==> config.mk <==
export PLATFORM = sky130hd
export DESIGN_NAME = uart_tx_req
export DESIGN_NICKNAME = d
export VERILOG_FILES = /design/src/rtl/uart_tx_req.sv
export SDC_FILE = /design/constraint.sdc
export NUM_CORES = 1
export LEC_CHECK = 0
export ABC_AREA = 1
export CAP_MARGIN = 20
export CORE_MARGIN = 2
export CORE_UTILIZATION = 51
export DETAILED_ROUTE_END_ITERATION = 10
export PLACE_DENSITY = 0.76
export SKIP_LAST_GASP = 1
export SYNTH_ARGS = -nofsm -noshare
export SYNTH_HDL_FRONTEND = slang
export SYNTH_SLANG_ARGS = --single-unit
==> constraint.sdc <==
create_clock -name tck -period 1.6 [get_ports tck]
set_input_delay 0.4 -clock tck [delete_from_list [all_inputs] [get_ports tck]]
set_output_delay 0.4 -clock tck [all_outputs]
set_load 0.02 [all_outputs]
==> src/rtl/uart_tx_req.sv <==
// uart_tx_req: requesting UART transmitter.
// Accepts a byte, raises a request to the flow controller, waits for the grant
// (bounded by CTS_TIMEOUT), then sends one 8N1/8E1/8O1 frame. All outputs are
// registered. Each one is computed from the next state so that it changes on
// the same edge as the state.
module uart_tx_req #(
    parameter int CLKS_PER_BIT = 16,
    parameter int STOP_BITS    = 1,
    parameter int CTS_TIMEOUT  = 1024
) (
    input  logic       tck,
    input  logic       rst,
    input  logic [7:0] data_i,
    input  logic       valid_i,
    output logic       ready_o,
    input  logic       parity_en_i,
    input  logic       parity_odd_i,
    output logic       tx_rts_n_o,
    input  logic       tx_cts_n_i,
    input  logic       tx_enable_i,
    output logic       tx_o,
    output logic       busy_o,
    output logic       timeout_o
);

    localparam int CW = $clog2(CLKS_PER_BIT);
    localparam int WW = $clog2(CTS_TIMEOUT + 1);

    localparam logic [CW-1:0] BIT_LAST  = CW'(CLKS_PER_BIT - 1);
    localparam logic [WW-1:0] WAIT_LAST = WW'(CTS_TIMEOUT - 1);
    localparam logic [WW-1:0] WAIT_MAX  = '1;
    localparam logic          STOP_LAST = (STOP_BITS == 2);

    typedef enum logic [2:0] {
        S_IDLE,
        S_REQ,
        S_START,
        S_DATA,
        S_PARITY,
        S_STOP
    } state_t;

    state_t          state_q, state_d;
    logic [7:0]      shift_q, shift_d;
    logic            par_en_q, par_en_d;
    // The parity bit is folded at accept time, so only one bit has to be held
    // while the shift register empties.
    logic            par_bit_q, par_bit_d;
    logic [CW-1:0]   bit_cnt_q, bit_cnt_d;
    logic [2:0]      bit_idx_q, bit_idx_d;
    logic            stop_idx_q, stop_idx_d;
    logic [WW-1:0]   wait_cnt_q, wait_cnt_d;
    logic            tx_q, tx_d;
    logic            rts_n_q, rts_n_d;
    logic            ready_q, ready_d;
    logic            busy_q, busy_d;
    logic            timeout_q, timeout_d;
    logic            bit_end;

    assign bit_end = (bit_cnt_q == '0);

    // Next-state, datapath and registered-output computation
    always_comb begin
        state_d    = state_q;
        shift_d    = shift_q;
        par_en_d   = par_en_q;
        par_bit_d  = par_bit_q;
        bit_cnt_d  = bit_cnt_q;
        bit_idx_d  = bit_idx_q;
        stop_idx_d = stop_idx_q;
        wait_cnt_d = wait_cnt_q;
        timeout_d  = 1'b0;

        // The bit timer runs in every frame state and reloads at each bit boundary.
        if (state_q inside {S_START, S_DATA, S_PARITY, S_STOP})
            bit_cnt_d = bit_end ? BIT_LAST : bit_cnt_q - 1'b1;

        case (state_q)
            S_IDLE: begin
                if (valid_i && ready_q) begin
                    shift_d    = data_i;
                    par_en_d   = parity_en_i;
                    par_bit_d  = (^data_i) ^ parity_odd_i;
                    wait_cnt_d = '0;
                    state_d    = S_REQ;
                end
            end
            S_REQ: begin
                // A grant wins over a timeout that falls in the same cycle.
                if (!tx_cts_n_i && tx_enable_i) begin
                    state_d   = S_START;
                    bit_cnt_d = BIT_LAST;
                end else if (wait_cnt_q == WAIT_LAST) begin
                    timeout_d = 1'b1;
                    state_d   = S_IDLE;
                end else if (wait_cnt_q != WAIT_MAX) begin
                    wait_cnt_d = wait_cnt_q + 1'b1;
                end
            end
            S_START: begin
                if (bit_end) begin
                    state_d   = S_DATA;
                    bit_idx_d = 3'd0;
                end
            end
            S_DATA: begin
                if (bit_end) begin
                    shift_d = {1'b0, shift_q[7:1]};
                    if (bit_idx_q == 3'd7) begin
                        state_d    = par_en_q ? S_PARITY : S_STOP;
                        stop_idx_d = 1'b0;
                    end else begin
                        bit_idx_d = bit_idx_q + 3'd1;
                    end
                end
            end
            S_PARITY: begin
                if (bit_end) begin
                    state_d    = S_STOP;
                    stop_idx_d = 1'b0;
                end
            end
            S_STOP: begin
                if (bit_end) begin
                    if (stop_idx_q == STOP_LAST)
                        state_d = S_IDLE;
                    else
                        stop_idx_d = 1'b1;
                end
            end
            default: state_d = S_IDLE;
        endcase

        // Outputs follow the state being entered, so each changes on the same edge as that state.
        case (state_d)
            S_START:  tx_d = 1'b0;
            S_DATA:   tx_d = shift_d[0];
            S_PARITY: tx_d = par_bit_d;
            default:  tx_d = 1'b1;
        endcase
        rts_n_d = (state_d == S_IDLE);
        ready_d = (state_d == S_IDLE);
        busy_d  = (state_d != S_IDLE);
    end

    // State, counters and registered outputs; synchronous reset aborts any frame
    always_ff @(posedge tck) begin
        if (rst) begin
            state_q    <= S_IDLE;
            shift_q    <= '0;
            par_en_q   <= 1'b0;
            par_bit_q  <= 1'b0;
            bit_cnt_q  <= '0;
            bit_idx_q  <= '0;
            stop_idx_q <= 1'b0;
            wait_cnt_q <= '0;
            tx_q       <= 1'b1;
            rts_n_q    <= 1'b1;
            ready_q    <= 1'b1;
            busy_q     <= 1'b0;
            timeout_q  <= 1'b0;
        end else begin
            state_q    <= state_d;
            shift_q    <= shift_d;
            par_en_q   <= par_en_d;
            par_bit_q  <= par_bit_d;
            bit_cnt_q  <= bit_cnt_d;
            bit_idx_q  <= bit_idx_d;
            stop_idx_q <= stop_idx_d;
            wait_cnt_q <= wait_cnt_d;
            tx_q       <= tx_d;
            rts_n_q    <= rts_n_d;
            ready_q    <= ready_d;
            busy_q     <= busy_d;
            timeout_q  <= timeout_d;
        end
    end

    assign tx_o       = tx_q;
    assign tx_rts_n_o = rts_n_q;
    assign ready_o    = ready_q;
    assign busy_o     = busy_q;
    assign timeout_o  = timeout_q;

endmodule

; Word level (Yosys, flattened, before mapping)
; Cells that the tools add are included.
[classes]
muxes = 37
n_reduce_logical = 19
bitwise = 2
n_addsub = 3
eq_ne = 21
[ops]
columns = operator, n
row1 = $mux 11, 4
row2 = $mux 3, 12
row3 = $pmux 11 s2, 1
row4 = $ne 2x2->1 const B, 9
row5 = $pmux 3 s6, 1
row6 = $mux 4, 4
row7 = $mux 8, 2
row8 = $pmux 8 s2, 1
row9 = $eq 3x2->1 const B, 4
row10 = $eq 3x3->1 const B, 4
row11 = $add 11x1->11 const B, 1
row12 = $eq 11x10->1 const B, 1
row13 = $ne 11x11->1 const B, 1
row14 = $reduce_and 5->1, 2
row15 = $mux 1, 9
row16 = $reduce_xor 8->1, 1
row17 = $logic_not 3->1, 2
row18 = $pmux 1 s3, 2
row19 = $pmux 3 s2, 1
row20 = $reduce_bool 2->1, 3
row21 = $reduce_bool 3->1, 2
row22 = $logic_not 4->1, 1
row23 = $reduce_and 4->1, 1
row24 = $reduce_bool 4->1, 1
row25 = 11 further kinds, 12
[totals]
output_inout_bits = 5
input_bits = 15
elab_cells = 95
regBits = 36

; Logic depth before layout (Yosys ltp)
; Gate-level depths: netlist of the first run.
[depth]
ltp_word = 6
depth_mapped = 14
depth_no_buf = 14

; Worst setup path after synthesis of the first run
; OpenSTA, ideal clock, no wires.
[synth_path]
path_type = reg-to-reg
startpoint = reg wait_cnt_q[0]
endpoint = reg wait_cnt_q[9]
setup_time_ps = 69
slack_ps = 19
t_required_ps = 1531
path_buffers = 1
period_less_slack_ps = 1581
stages_incl_launch_ff = 11
arrival_ps = 1513
path_cell_list = dfxtp_1 > ha_1 > inv_1 > nor2_2 > nand3_1 > o21ai_2 > nor2_2 > nand2_2 > buf_8 > nand2_1 > a21oi_2
[synth_between]
elab_chain_len = 5
word_cells_on_any_way = 10
classes_between = add/sub (1) / eq/ne (4) / mux (4) / reduce/logical (1)
[synth_rtl]
columns = item, line
row1 = start: declaration, 52  ; logic [WW-1:0] wait_cnt_q, wait_cnt_d;
row2 = start signal: assignment, 170  ; wait_cnt_q <= wait_cnt_d;
row3 = $add 11x1->11, 97  ; wait_cnt_d = wait_cnt_q + 1'b1;
row4 = $mux 11, 96  ; end else if (wait_cnt_q != WAIT_MAX) begin
row5 = $mux 11, 93  ; end else if (wait_cnt_q == WAIT_LAST) begin
row6 = $mux 11, 90  ; if (!tx_cts_n_i && tx_enable_i) begin
row7 = $pmux 11 s2, 78  ; case (state_q)
; Parallel ways exist; a longest one is shown, timed or not. The select of a mux whose other input is x is not followed.
; A chain may end at the register's enable or synchronous reset.

; Worst setup path in the final report of the first run
[layout_path]
startpoint = reg wait_cnt_q[4]
endpoint = reg wait_cnt_q[2]
[layout_between]
elab_chain_len = 3
word_cells_on_any_way = 5
classes_between = eq/ne (4) / reduce/logical (1)
[layout_rtl]
columns = item, line
row1 = $ne 11x11->1 / $eq 11x10->1 (equally long branches), "96, 93"
row2 = $ne 2x2->1 (no source line), --
row3 = $reduce_and 5->1 (no source line) (*), --
; Every way passes the cells marked *; elsewhere a longest branch is shown, timed or not.

==> metrics.csv, run 1 <==
stage,metric,value,unit
grt,initial antenna violation count,0,
timing,Max Slew Vio Count,0,
power,Net Sw Frac,32.2,%
worst_setup_path,crit path buf inv count,1,
worst_setup_path,CP most frequent cell,nand2_2,
route,"antenna viol nets, final",0,
synth,Post-Syn Area,0.00198,mm^2
finish,Ant. Diodes,0,
floorplan,Starting Density,53.8,%
synth,Synth Area in Compound Gates,13.2,%
synth,"Primary FF master, synth",dfxtp_1,
power,Psw,0.863,mW
route,WL/cell,12.8,um
timing,final period utilization,98.1,%
clock_tree,H-tree depth,2,
synth,main combinational cell family by area after synthesis,simple AND/OR/NAND/NOR gates,
synth,"Seq/Total Area, Yosys",35.3,%
clock_tree,hold buffer count at cts,0,
finish,# fillers,259,
synth,Area contributors post-synth,"dfxtp_1 35%, nand2_1 16%, nor2_1 6.2%",
power,leak pwr,1.27,nW
synth,post-synthesis simple-gate area fraction,35.4,%
placement,DP Worst Slack,-0.254,ns
clock_tree,total CTS buffers,5,
outcome,status,completed,
synth,Synth top area share,35.3,%
timing,Fin Hold WS,0.456,ns
synth,Synth async-reset ratio,0,%
worst_setup_path,crit start category,flop,
finish,nets@finish,380,
clock_tree,CTS Sinks,35,
synth,Synth Instances,289,
timing,worst setup margin,0.0301,ns
synth,most instantiated cells after synthesis,"85 x nand2_1, 35 x dfxtp_1, 33 x nor2_1",
timing,Final setup viols,0,
clock_tree,Clock Tree Buf Depth,2,
clock_tree,clock root cell,clkbuf_8,
power,Clock power frac,30.2,%
timing,Worst-Margin Slew,0.304,ns
route,DRT Pass-1 Iters,4,
timing,Slew headroom,79.8,%
synth,Yosys reg bits,35,
synth,syn_area_per_cell,6.86,um^2
worst_setup_path,CP required,1.84,ns
placement,placed cells,386,
power,Worst VDD drop,0.708,mV
synth,cell taking the most area after synthesis,dfxtp_1,
timing,Setup Skew,0.0127,ns
placement,cell area after placement,0.00247,mm^2
grt,first-pass GRT wire length,7700,um
synth,syn_nets,309,
route,final wirelength,5220,um
timing,"Hold Violations, Final",0,
worst_setup_path,arrival time worst endpoint,1.81,ns
finish,final instance area,0.00288,mm^2
worst_setup_path,crit path max fanout,5,
placement,routability congestion estimate,0.835,
worst_setup_path,"CP delay by family, top",simple AND/OR/NAND/NOR gates,
finish,share of layout cells above drive strength 1,35.5,%
placement,Port-buffer cells,19,
finish,final core occ,78.2,%
floorplan,I/O pin count,20,
floorplan,Die Ht,66.4,um
hold_path,worst min path class,primary input to flop,
worst_setup_path,largest stage delay on the critical path,0.37,ns
route,Via Count,2089,
placement,DP HPWL,3390,um
power,pwr dens,930,mW/mm^2
grt,total gr overflow,0,
synth,Synth Area in XOR/XNOR,4.86,%
clock_tree,Clock transition at path regs,0.08,ns
clock_tree,Clock Latency Late Sink,0.30,ns
clock_tree,CTS tree,yes,
synth,Yosys warning count,0,
worst_setup_path,"Cell Chain, Critical Path","nand2_2, nor2_2, nand3_2, o21ai_4, nor2_4, nand2_4, clkbuf_16, nand2_2, a21oi_2",
grt,vias in the first global route,1781,
route,via/cell ratio,5.11,
route,DRC,0,
floorplan,Die X,66.4,um
power,Logic pwr share,32.8,%
worst_setup_path,CP max-delay cell,dfxtp_1,
synth,top-count cell post-synth,nand2_1,
synth,post-synthesis mux area share,0,%
power,register share of total power,37.0,%
finish,Post-Layout Cell Count,409,
floorplan,Rows,22,
floorplan,core box area,0.00369,mm^2
grt,all-layer global routing usage,22.9,%
finish,area grow syn2layout,45.4,%
run,max cap viols,0,
synth,post-synth cell types,32,
timing,fmax,637,MHz
synth,Synth Area in Adders,3.15,%
synth,Post-synth EDFFs,0,
grt,largest net degree at the start of global routing,15,
worst_setup_path,kind of critical path,flop to flop,
timing,RSZ-0062 raised after global routing,true,
worst_setup_path,crit path capture type,flop,
route,initial drt markers,120,
floorplan,DIE AREA,0.00440,mm^2
power,Internal,1.82,mW
timing,final period demand of the worst path,1.57,ns
## power groups by stage
| stage | Combinational, mW | Sequential (mW) | Clock [mW] |
|---|---|---|---|
| after detailed placement | 0.691 | 0.998 | 0 |
| final | 0.879 | 0.991 | 0.810 |
| after global routing | 0.950 | 0.996 | 0.848 |
| after CTS | 0.695 | 0.982 | 0.814 |
| after floorplan | 0.396 | 1.01 | 0 |
| after global placement | 0.682 | 0.995 | 0 |
## timing repair
item,CTS,global route
endpoints found under the setup margin,21,32
gates cloned,0,2
pin swaps,3,14
resized for setup,16,44
buffers inserted,0,14
## final timing paths
check	startpoint	slack [ns]	cells past startpoint	endpoint
hold / removal	data_i[6]	0.46	3	shift_q[6]
setup reg to reg	wait_cnt_q[4]	0.03	9	wait_cnt_q[2]
setup / recovery	wait_cnt_q[4]	0.03	9	wait_cnt_q[2]
hold reg to reg	shift_q[7]	0.47	2	shift_q[7]
## cell type report
type	count	area, um^2	area share [%]
clock inverters	3	43.8	1.52
well taps	48	60.1	2.08
repair inverters	1	5.00	0.174
clock buffers	5	68.8	2.39
flip-flops and latches	35	716	24.8
multi-input cells	216	1260	43.7
inverters	30	118	4.08
repair buffers	71	613	21.3
## tightest hold or removal path, cell delays in order
cell and delay [ns]:
dlymetal6s2s_1 0.15, nand2_1 0.07, a31oi_1 0.07
## logic make-up (layout without fill, tap and decap cells)
| group | after synthesis | in the layout |
|---|---|---|
| AO/OA/AOI/OAI | 39 | 39 |
| XOR/XNOR | 11 | 11 |
| adder cells (fa/ha/maj) | 5 | 5 |
| buffers and inverters | 38 | 110 |
| flip-flops | 35 | 35 |
| AND/OR/NAND/NOR | 161 | 161 |
## flip-flops by register name (all words and copies together) (netlist names)
name,flops
bit_cnt_q,4
bit_idx_q,3
timeout_o,1
wait_cnt_q,11
busy_o,1
par_en_q,1
ready_o,1
tx_o,1
par_bit_q,1
shift_q,8
state_q,3
## per-layer routing
metal	vias up	GRT usage (%)	wire length (um)
met5	-	0	0
met4	0	7.65	119
met3	13	4.26	289
met2	60	36.5	2390
met1	936	31.1	2420
li1	1080	-	-
## metrics by stage
| stage | TNS, ns | power, mW |
|---|---|---|
| finish | 0 | 2.68 |
| detailed placement | -4.75 | 1.69 |
| CTS | -0.00185 | 2.49 |
| global route | -0.475 | 2.79 |
| global placement | -4.24 | 1.68 |
| floorplan | 0 | 1.40 |
## placed cells by master (no fill, tap or decap), drive strengths merged, types with 2 or more instances in the layout
master / n
nand2: 95
buf: 51
nor2: 35
dfxtp: 35
inv: 29
a21oi: 19
nand3: 18
clkdlybuf4s50: 13
o21ai: 10
xor2: 7
a31oi: 6
clkbuf: 6
ha: 5
nor3: 5
xnor2: 4
clkinv: 4
nand4: 3
dlymetal6s2s: 3
dlygate4sd2: 3
or2: 2
nand3b: 2
Power figures use the tool's default switching activity.
==> run 2, diff against run 1 <==
Settings changed: RECOVER_POWER from default to 50.
==> run 2 against run 1 <==
Combinational power shrank 0.8%; non-clock buffer count is the same; clock power about the same; critical endpoint is now wait_cnt_q[4]; largest cell class unchanged; largest power group unchanged.
==> metrics.csv, run 2 (synthesis gave the netlist of run 1 again) <==
stage,metric,value,unit,change
placement,DP Worst Slack,-0.254,ns,unchanged
finish,Largest regs,"wait_cnt_q: 11 flops, shift_q: 8 flops, bit_cnt_q: 4 flops",,
floorplan,DIE AREA,0.00440,mm^2,unchanged
route,final wirelength,5220,um,about the same
timing,RSZ-0062 raised after global routing,true,,
worst_setup_path,CP required,1.78,ns,-0.06 ns
run,max cap viols,0,,unchanged
floorplan,Die X,66.4,um,unchanged
clock_tree,CTS Sinks,35,,unchanged
power,pwr dens,932,mW/mm^2,+0.31%
clock_tree,Clock transition at path regs,0.07,ns,about the same
route,via/cell ratio,5.11,,about the same
timing,"Hold Violations, Final",0,,unchanged
finish,nets@finish,380,,unchanged
floorplan,Die Ht,66.4,um,unchanged
timing,worst setup margin,0.00332,ns,-0.0268 ns
finish,Ant. Diodes,0,,unchanged
clock_tree,CTS tree,yes,,
floorplan,I/O pin count,20,,unchanged
hold_path,hold wc startpoint,data_i[6],,
timing,Setup Skew,0.0121,ns,-0.000570 ns
finish,Largest Register,wait_cnt_q,,
hold_path,worst min path class,primary input to flop,,
worst_setup_path,arrival time worst endpoint,1.78,ns,-0.03 ns
grt,initial antenna violation count,0,,unchanged
grt,total gr overflow,0,,unchanged
worst_setup_path,Critical R2R Capture,wait_cnt_q[2],,
placement,Port-buffer cells,19,,unchanged
placement,placed cells,386,,unchanged
clock_tree,Clock Tree Buf Depth,2,,unchanged
worst_setup_path,crit start category,primary input,,
timing,Final setup viols,0,,unchanged
route,WL/cell,12.8,um,about the same
worst_setup_path,reg2reg start,wait_cnt_q[4],,
worst_setup_path,end point of the critical path,wait_cnt_q[4],,
floorplan,Starting Density,53.8,%,unchanged
finish,Post-Layout Cell Count,409,,unchanged
finish,share of layout cells above drive strength 1,35.2,%,-0.28 points
timing,fmax,626,MHz,-1.7%
grt,largest net degree at the start of global routing,15,,unchanged
timing,final period utilization,99.8,%,+1.7 points
clock_tree,hold buffer count at cts,0,,unchanged
finish,most frequent cells in the layout,"78 x nand2_1, 49 x buf_4, 28 x nor2_1, 25 x dfxtp_1, 23 x inv_1",,
grt,first-pass GRT wire length,7700,um,unchanged
worst_setup_path,crit path max fanout,5,,unchanged
clock_tree,total CTS buffers,5,,unchanged
timing,Max Slew Vio Count,0,,unchanged
placement,DP HPWL,3390,um,unchanged
route,DRT Pass-1 Iters,4,,unchanged
finish,"most common cell after layout, fill and taps aside",nand2_1,,
clock_tree,clock root cell,clkbuf_8,,
route,"antenna viol nets, final",0,,unchanged
route,Via Count,2091,,+0.096%
clock_tree,Clock Latency Late Sink,0.30,ns,about the same
power,Worst VDD drop,0.708,mV,unchanged
placement,routability congestion estimate,0.835,,unchanged
timing,final period demand of the worst path,1.60,ns,+0.0268 ns
worst_setup_path,kind of critical path,primary input to flop,,
route,initial drt markers,120,,unchanged
timing,Slew headroom,79.8,%,about the same
worst_setup_path,crit path from,valid_i,,
power,leak pwr,1.25,nW,-1.4%
floorplan,Rows,22,,unchanged
worst_setup_path,Reg2Reg Setup Slack,0.03,ns,about the same
clock_tree,H-tree depth,2,,unchanged
worst_setup_path,crit path capture type,flop,,
finish,max reg flops,11,,unchanged
worst_setup_path,worst r2r path cells,9,,unchanged
finish,area grow syn2layout,44.5,%,
timing,Worst-Margin Slew,0.303,ns,-0.000828 ns
outcome,status,completed,,
floorplan,core box area,0.00369,mm^2,unchanged
route,DRC,0,,unchanged
grt,all-layer global routing usage,22.9,%,unchanged
grt,vias in the first global route,1781,,unchanged
==> run 2: through the flow <==
stage	setup TNS (ns)	cell area (um^2)	utilization, %	power [mW]	hold slack, ns
after floorplan	0	1980	-	1.40	0.440
after CTS	-0.00185	2600	70.5	2.49	0.467
final	0	2870	77.7	2.67	0.456
after global routing	-0.480	2870	77.7	2.79	0.479
after detailed placement	-4.75	2470	67.0	1.69	0.458
after global placement	-4.24	2470	67.0	1.68	0.453
==> run 2: repair_timing <==
| action | 4_1_cts | 5_1_grt |
|---|---|---|
| setup buffers | 0 | 14 |
| resized for setup | 16 | 44 |
| endpoints found under the hold margin | 0 | 0 |
| gates cloned | 0 | 2 |
| endpoints found under the setup margin | 21 | 32 |
| pin swaps | 3 | 14 |
==> run 2: worst min-delay path by stage <==
stage	cells past startpoint	to	slack, ns
finish	3	shift_q[6]	0.46
global route	3	shift_q[6]	0.48
CTS	2	shift_q[7]	0.47
detailed placement	2	shift_q[7]	0.46
global placement	2	shift_q[7]	0.45
floorplan	2	shift_q[7]	0.44
==> run 2: area by class of cell <==
type                            instances  area [um^2]
Multi-Input combinational cell        216         1260
Fill cell                             265          823
Sequential cell                        35          716
Timing Repair Buffer                   71          596
Inverter                               30          118
Clock buffer                            5         68.8
Tap cell                               48         60.1
Clock inverter                          3         43.8
Timing Repair inverter                  1         5.00
==> run 2: worst max-delay path: stages <==
cell	delay (ns)
clkdlybuf4s50_1	0.45
nand2_1	0.05
inv_1	0.10
o211ai_1	0.11
buf_4	0.16
nor2_4	0.11
nand2_4	0.10
clkbuf_16	0.18
nand2_2	0.05
a21oi_2	0.05
==> run 2: layer usage <==
metal | vias up | global-route usage [%] | part of all wire (%)
li1 | 1079 | - | -
met1 | 941 | 31.1 | 47
met2 | 58 | 36.5 | 46
met3 | 13 | 4.26 | 5.3
met4 | 0 | 7.65 | 2.3
met5 | - | 0 | 0
==> run 2: where the power goes <==
part           internal [mW]  switching, mW  leakage [nW]  total, mW
combinational          0.404          0.468         0.903      0.872
sequential             0.942         0.0488         0.290      0.991
clock                  0.464          0.345        0.0581      0.809
total                   1.81          0.862          1.25       2.67
==> edit 1 (flow settings as in run 1) <==
The output `timeout_o` loses its register stage (`timeout_q` becomes a continuous assignment).
--- a/src/rtl/uart_tx_req.sv
+++ b/src/rtl/uart_tx_req.sv
@@ -160,3 +160,2 @@
             busy_q     <= 1'b0;
-            timeout_q  <= 1'b0;
         end else begin
@@ -174,5 +173,6 @@
             busy_q     <= busy_d;
-            timeout_q  <= timeout_d;
         end
     end
+
+    assign timeout_q = timeout_d;
 
Check against the original RTL: same outputs for any inputs over 10 cycles, from zero or initial values and one cycle with rst high; that may be too few to reach the edited logic, so the function may still have changed.
==> edit 1 against run 1 <==
- the run now ends with setup timing left
- non-clock buffer count rose by 6
- global-route usage rose by 2.0 points
- worst setup slack got worse by 290 ps
- routed wire length rose by 12%
- design area rose by 5.0%
- area after synthesis fell by 4.0%
- sequential cell count fell by 1
- power rose by 5.1%
- largest power group is now combinational cells
==> edit 1: results (changes against run 1) <==
{| class="wikitable"
! Metric !! Value
|-
| Status || finished with violations (was complete, no violations)
|-
| Violated checks || setup timing
|-
| Final setup violation count || 14 (was 0)
|-
| Endpoint of the most critical register-to-register path || wait_cnt_q[6]$_SDFFE_PP0P_ (was wait_cnt_q[2]$_SDFFE_PP0P_)
|-
| Count of cells along the worst hold path || 2 (was 3)
|-
| Worst IR drop on VDD || 0.000705 V (was 0.000708 V)
|-
| Arithmetic-cell share of the synthesized area counting full adders, half adders and majority gates || 0.0329 (was 0.0315)
|-
| Worst min-delay path startpoint || shift_q[7]$_SDFFE_PP0P_ (was data_i[6])
|-
| Critical Path AT || 1460 ps (was 1810 ps)
|-
| Largest net degree at the start of global routing || 13 (was 15)
|-
| Number of distinct library cell variants in the gate-level netlist after synthesis || 31 (was 32)
|-
| Post-DR vias/cell || 5.36 (was 5.11)
|-
| Total via count in the routed design || 2,244 (was 2,089)
|-
| Metal3 WL || 245 um (was 289 um)
|-
| Nets@finish || 390 (was 380)
|-
| GR Layer Usage met2 || 0.455 (was 0.365)
|-
| Clock group || 0.815 mW (was 0.810 mW)
|-
| Top cells by count, synth || sky130_fd_sc_hd__nand2_1 (93), sky130_fd_sc_hd__inv_1 (37), sky130_fd_sc_hd__dfxtp_1 (34) (was sky130_fd_sc_hd__nand2_1 (85), sky130_fd_sc_hd__dfxtp_1 (35), sky130_fd_sc_hd__nor2_1 (33))
|-
| Synth Area in XOR/XNOR || 0.0368 (was 0.0486)
|-
| Clock Skew || 8.47 ps (was 12.7 ps)
|-
| Met1 GRT Util || 0.284 (was 0.311)
|-
| Vias in the first global route || 2,049 (was 1,781)
|-
| Share of final-layout standard cells stronger than drive strength 1 || 0.383 (was 0.355)
|-
| Wire length of the first global-routing pass || 8270 um (was 7700 um)
|-
| Worst hold margin || 461 ps (was 456 ps)
|-
| FILL cells || 234 (was 259)
|-
| Register-to-register path setup slack || -200 ps (was 30 ps)
|-
| Crit Path Max Fanout || 2 (was 5)
|-
| Complex-gate fraction of the synthesized area || 0.119 (was 0.132)
|-
| Worst-case setup margin in the final layout || -262 ps (was 30.1 ps)
|-
| Average detailed-routed wire length per instance || 14.0 um (was 12.8 um)
|}
==> edit 1: cell types whose count changed in the layout (fill, tap and decap cells not counted), moves of 5 or more <==
cell,run 1,this run
sky130_fd_sc_hd__nor2_1,28,16
sky130_fd_sc_hd__buf_4,49,54
sky130_fd_sc_hd__a21oi_1,8,13
sky130_fd_sc_hd__nand2_4,1,6
sky130_fd_sc_hd__inv_1,22,34
==> edit 1: timing repair <==
action                                  in CTS  in global routing
setup buffers                                4                  6
pin swaps                                    6                 22
endpoints found under the setup margin      29                 31
gates cloned                                 1                  0
resized for setup                           26                 73
==> edit 1: area by class of cell <==
cell class                      instances  area, um^2  share of cell area
Multi-Input combinational cell        211        1340               0.442
Sequential cell                        34         693               0.229
Timing Repair Buffer                   77         654               0.216
Inverter                               40         161              0.0533
Clock buffer                            5        68.8              0.0227
Tap cell                               48        60.1              0.0198
Clock inverter                          3        45.0              0.0149
Timing Repair inverter                  1        7.51             0.00248
==> edit 2 (settings of run 1) <==
Without the edit above. Change the parameter `CLKS_PER_BIT` from 16 to 32.
--- a/src/rtl/uart_tx_req.sv
+++ b/src/rtl/uart_tx_req.sv
@@ -6,3 +6,3 @@
 module uart_tx_req #(
-    parameter int CLKS_PER_BIT = 16,
+    parameter int CLKS_PER_BIT = 32,
     parameter int STOP_BITS    = 1,
Function: same outputs for any inputs over 10 cycles, from zero or initial values and one cycle with rst high; that may be too few to reach the edited logic, so the function may still have changed.
==> edit 2 against run 1 <==
- the run now ends with setup timing left
- routed wire length shrank 9.9%
- die area rose by 2.7%
- non-clock buffer count decreased by 20
- area after synthesis is 2.9% higher
- sequential cell count up 1
- design area fell by 6.4%
- power shrank 12%
- via count is 1.0% lower
- worst setup slack got worse by 64 ps
- largest cell class unchanged
==> edit 2: results (changes against run 1) <==
{| class="wikitable"
! Metric !! Value
|-
| Met1 GRT Util || 0.254 (was 0.311)
|-
| Worst Hold End || par_en_q$_SDFFE_PP0P_ (was shift_q[6]$_SDFFE_PP0P_)
|-
| Routability cong. || 0.821 (was 0.835)
|-
| Worst slack at placement || -239 ps (was -254 ps)
|-
| Share of final-layout standard cells stronger than drive strength 1 || 0.239 (was 0.355)
|-
| Total via count in the routed design || 2,068 (was 2,089)
|-
| Largest net degree at the start of global routing || 11 (was 15)
|-
| Crit Path Max Fanout || 4 (was 5)
|-
| Final setup violation count || 1 (was 0)
|-
| Clock Skew || 2.77 ps (was 12.7 ps)
|-
| Count of cells along the worst hold path || 2 (was 3)
|-
| Endpoint of the most critical register-to-register path || wait_cnt_q[6]$_SDFFE_PP0P_ (was wait_cnt_q[2]$_SDFFE_PP0P_)
|-
| Average detailed-routed wire length per instance || 11.6 um (was 12.8 um)
|-
| Post-CTS resize count || 5 (was 16)
|-
| GR met3 Demand/Resource || 0.0550 (was 0.0426)
|-
| Regs by FF count || wait_cnt_q (11), shift_q (8), bit_cnt_q (5) (was wait_cnt_q (11), shift_q (8), bit_cnt_q (4))
|-
| Drt pass-1 iters || 4 (unchanged)
|-
| Count of non-filler cells in the finished layout || 404 (was 409)
|-
| GR Layer Usage met2 || 0.356 (was 0.365)
|-
| Register-to-register path setup slack || -30 ps (was 30 ps)
|-
| Aggregate global-route resource usage || 0.208 (was 0.229)
|-
| Nets@finish || 377 (was 380)
|-
| Detailed-placement wirelength estimate || 3160 um (was 3390 um)
|-
| Sequential element share of the synthesized area || 0.353 (about the same)
|-
| Critical Path AT || 1860 ps (was 1810 ps)
|-
| Worst IR drop on VDD || 0.000476 V (was 0.000708 V)
|-
| Worst slew slack as a fraction of its limit || 0.678 (was 0.798)
|-
| Violated checks || setup timing
|-
| Static leakage power || 1.24 nW (was 1.27 nW)
|-
| First DRT Iteration DRCs || 143 (was 120)
|-
| Placed standard-cell area || 2480 um^2 (was 2470 um^2)
|-
| Highest cell delay on the worst timing path || 460 ps (was 370 ps)
|-
| Worst-case setup margin in the final layout || -34.0 ps (was 30.1 ps)
|-
| Syn_nets || 325 (was 309)
|-
| FF-to-FF Start || wait_cnt_q[2]$_SDFFE_PP0P_ (was wait_cnt_q[4]$_SDFFE_PP0P_)
|-
| Hold/Removal Path Class || register to register (was input port to register)
|-
| Status || finished with violations (was complete, no violations)
|-
| Number of instances in the synthesized netlist || 304 (was 289)
|-
| Area of the core || 3740 um^2 (was 3690 um^2)
|-
| Number of cells traversed by the worst register-to-register path || 7 (was 9)
|-
| Vias in the first global route || 1,757 (was 1,781)
|}
[edit 2: layer usage]
metal	wire, um	up-vias
li1	-	1068
met1	2180	940
met2	2270	56
met3	210	4
met4	48	0
met5	0	-
[edit 2: worst max-delay path by stage]
stage / startpoint / to / slack, ps / cells after the start
after floorplan: wait_cnt_q[0]$_SDFFE_PP0P_ / wait_cnt_q[10]$_SDFFE_PP0P_ / 60 / 9
after global placement: tx_enable_i / tx_o$_SDFF_PP1_ / -240 / 10
after detailed placement: tx_enable_i / tx_o$_SDFF_PP1_ / -240 / 10
after CTS: state_q[1]$_SDFF_PP0_ / tx_o$_SDFF_PP1_ / 50 / 9
after global routing: wait_cnt_q[2]$_SDFFE_PP0P_ / wait_cnt_q[6]$_SDFFE_PP0P_ / -80 / 7
final: wait_cnt_q[2]$_SDFFE_PP0P_ / wait_cnt_q[6]$_SDFFE_PP0P_ / -30 / 7
[edit 2: area by class of cell]
| type | instances | area [um^2] | area share |
|---|---|---|---|
| well taps | 48 | 60.1 | 0.0223 |
| repair buffers | 51 | 464 | 0.172 |
| flip-flops and latches | 36 | 728 | 0.270 |
| inverters | 41 | 159 | 0.0589 |
| multi-input cells | 221 | 1210 | 0.448 |
| clock buffers | 6 | 72.6 | 0.0269 |
| clock inverters | 1 | 5.00 | 0.00186 |
[edit 2: kinds of logic after synthesis]
group | after synthesis | share of synthesized area
simple gates | 161 | 0.357
xor+xnor | 10 | 0.0429
buf+inv | 47 | 0.0956
flops | 36 | 0.353
compound gates | 44 | 0.115
fa+ha+maj | 6 | 0.0368
[edit 2: power by group]
part           total [mW]  internal, mW  leakage, nW  switching (mW)
combinational       0.743         0.322        0.899           0.421
sequential           1.01         0.965        0.295          0.0407
clock               0.607         0.296       0.0410           0.311
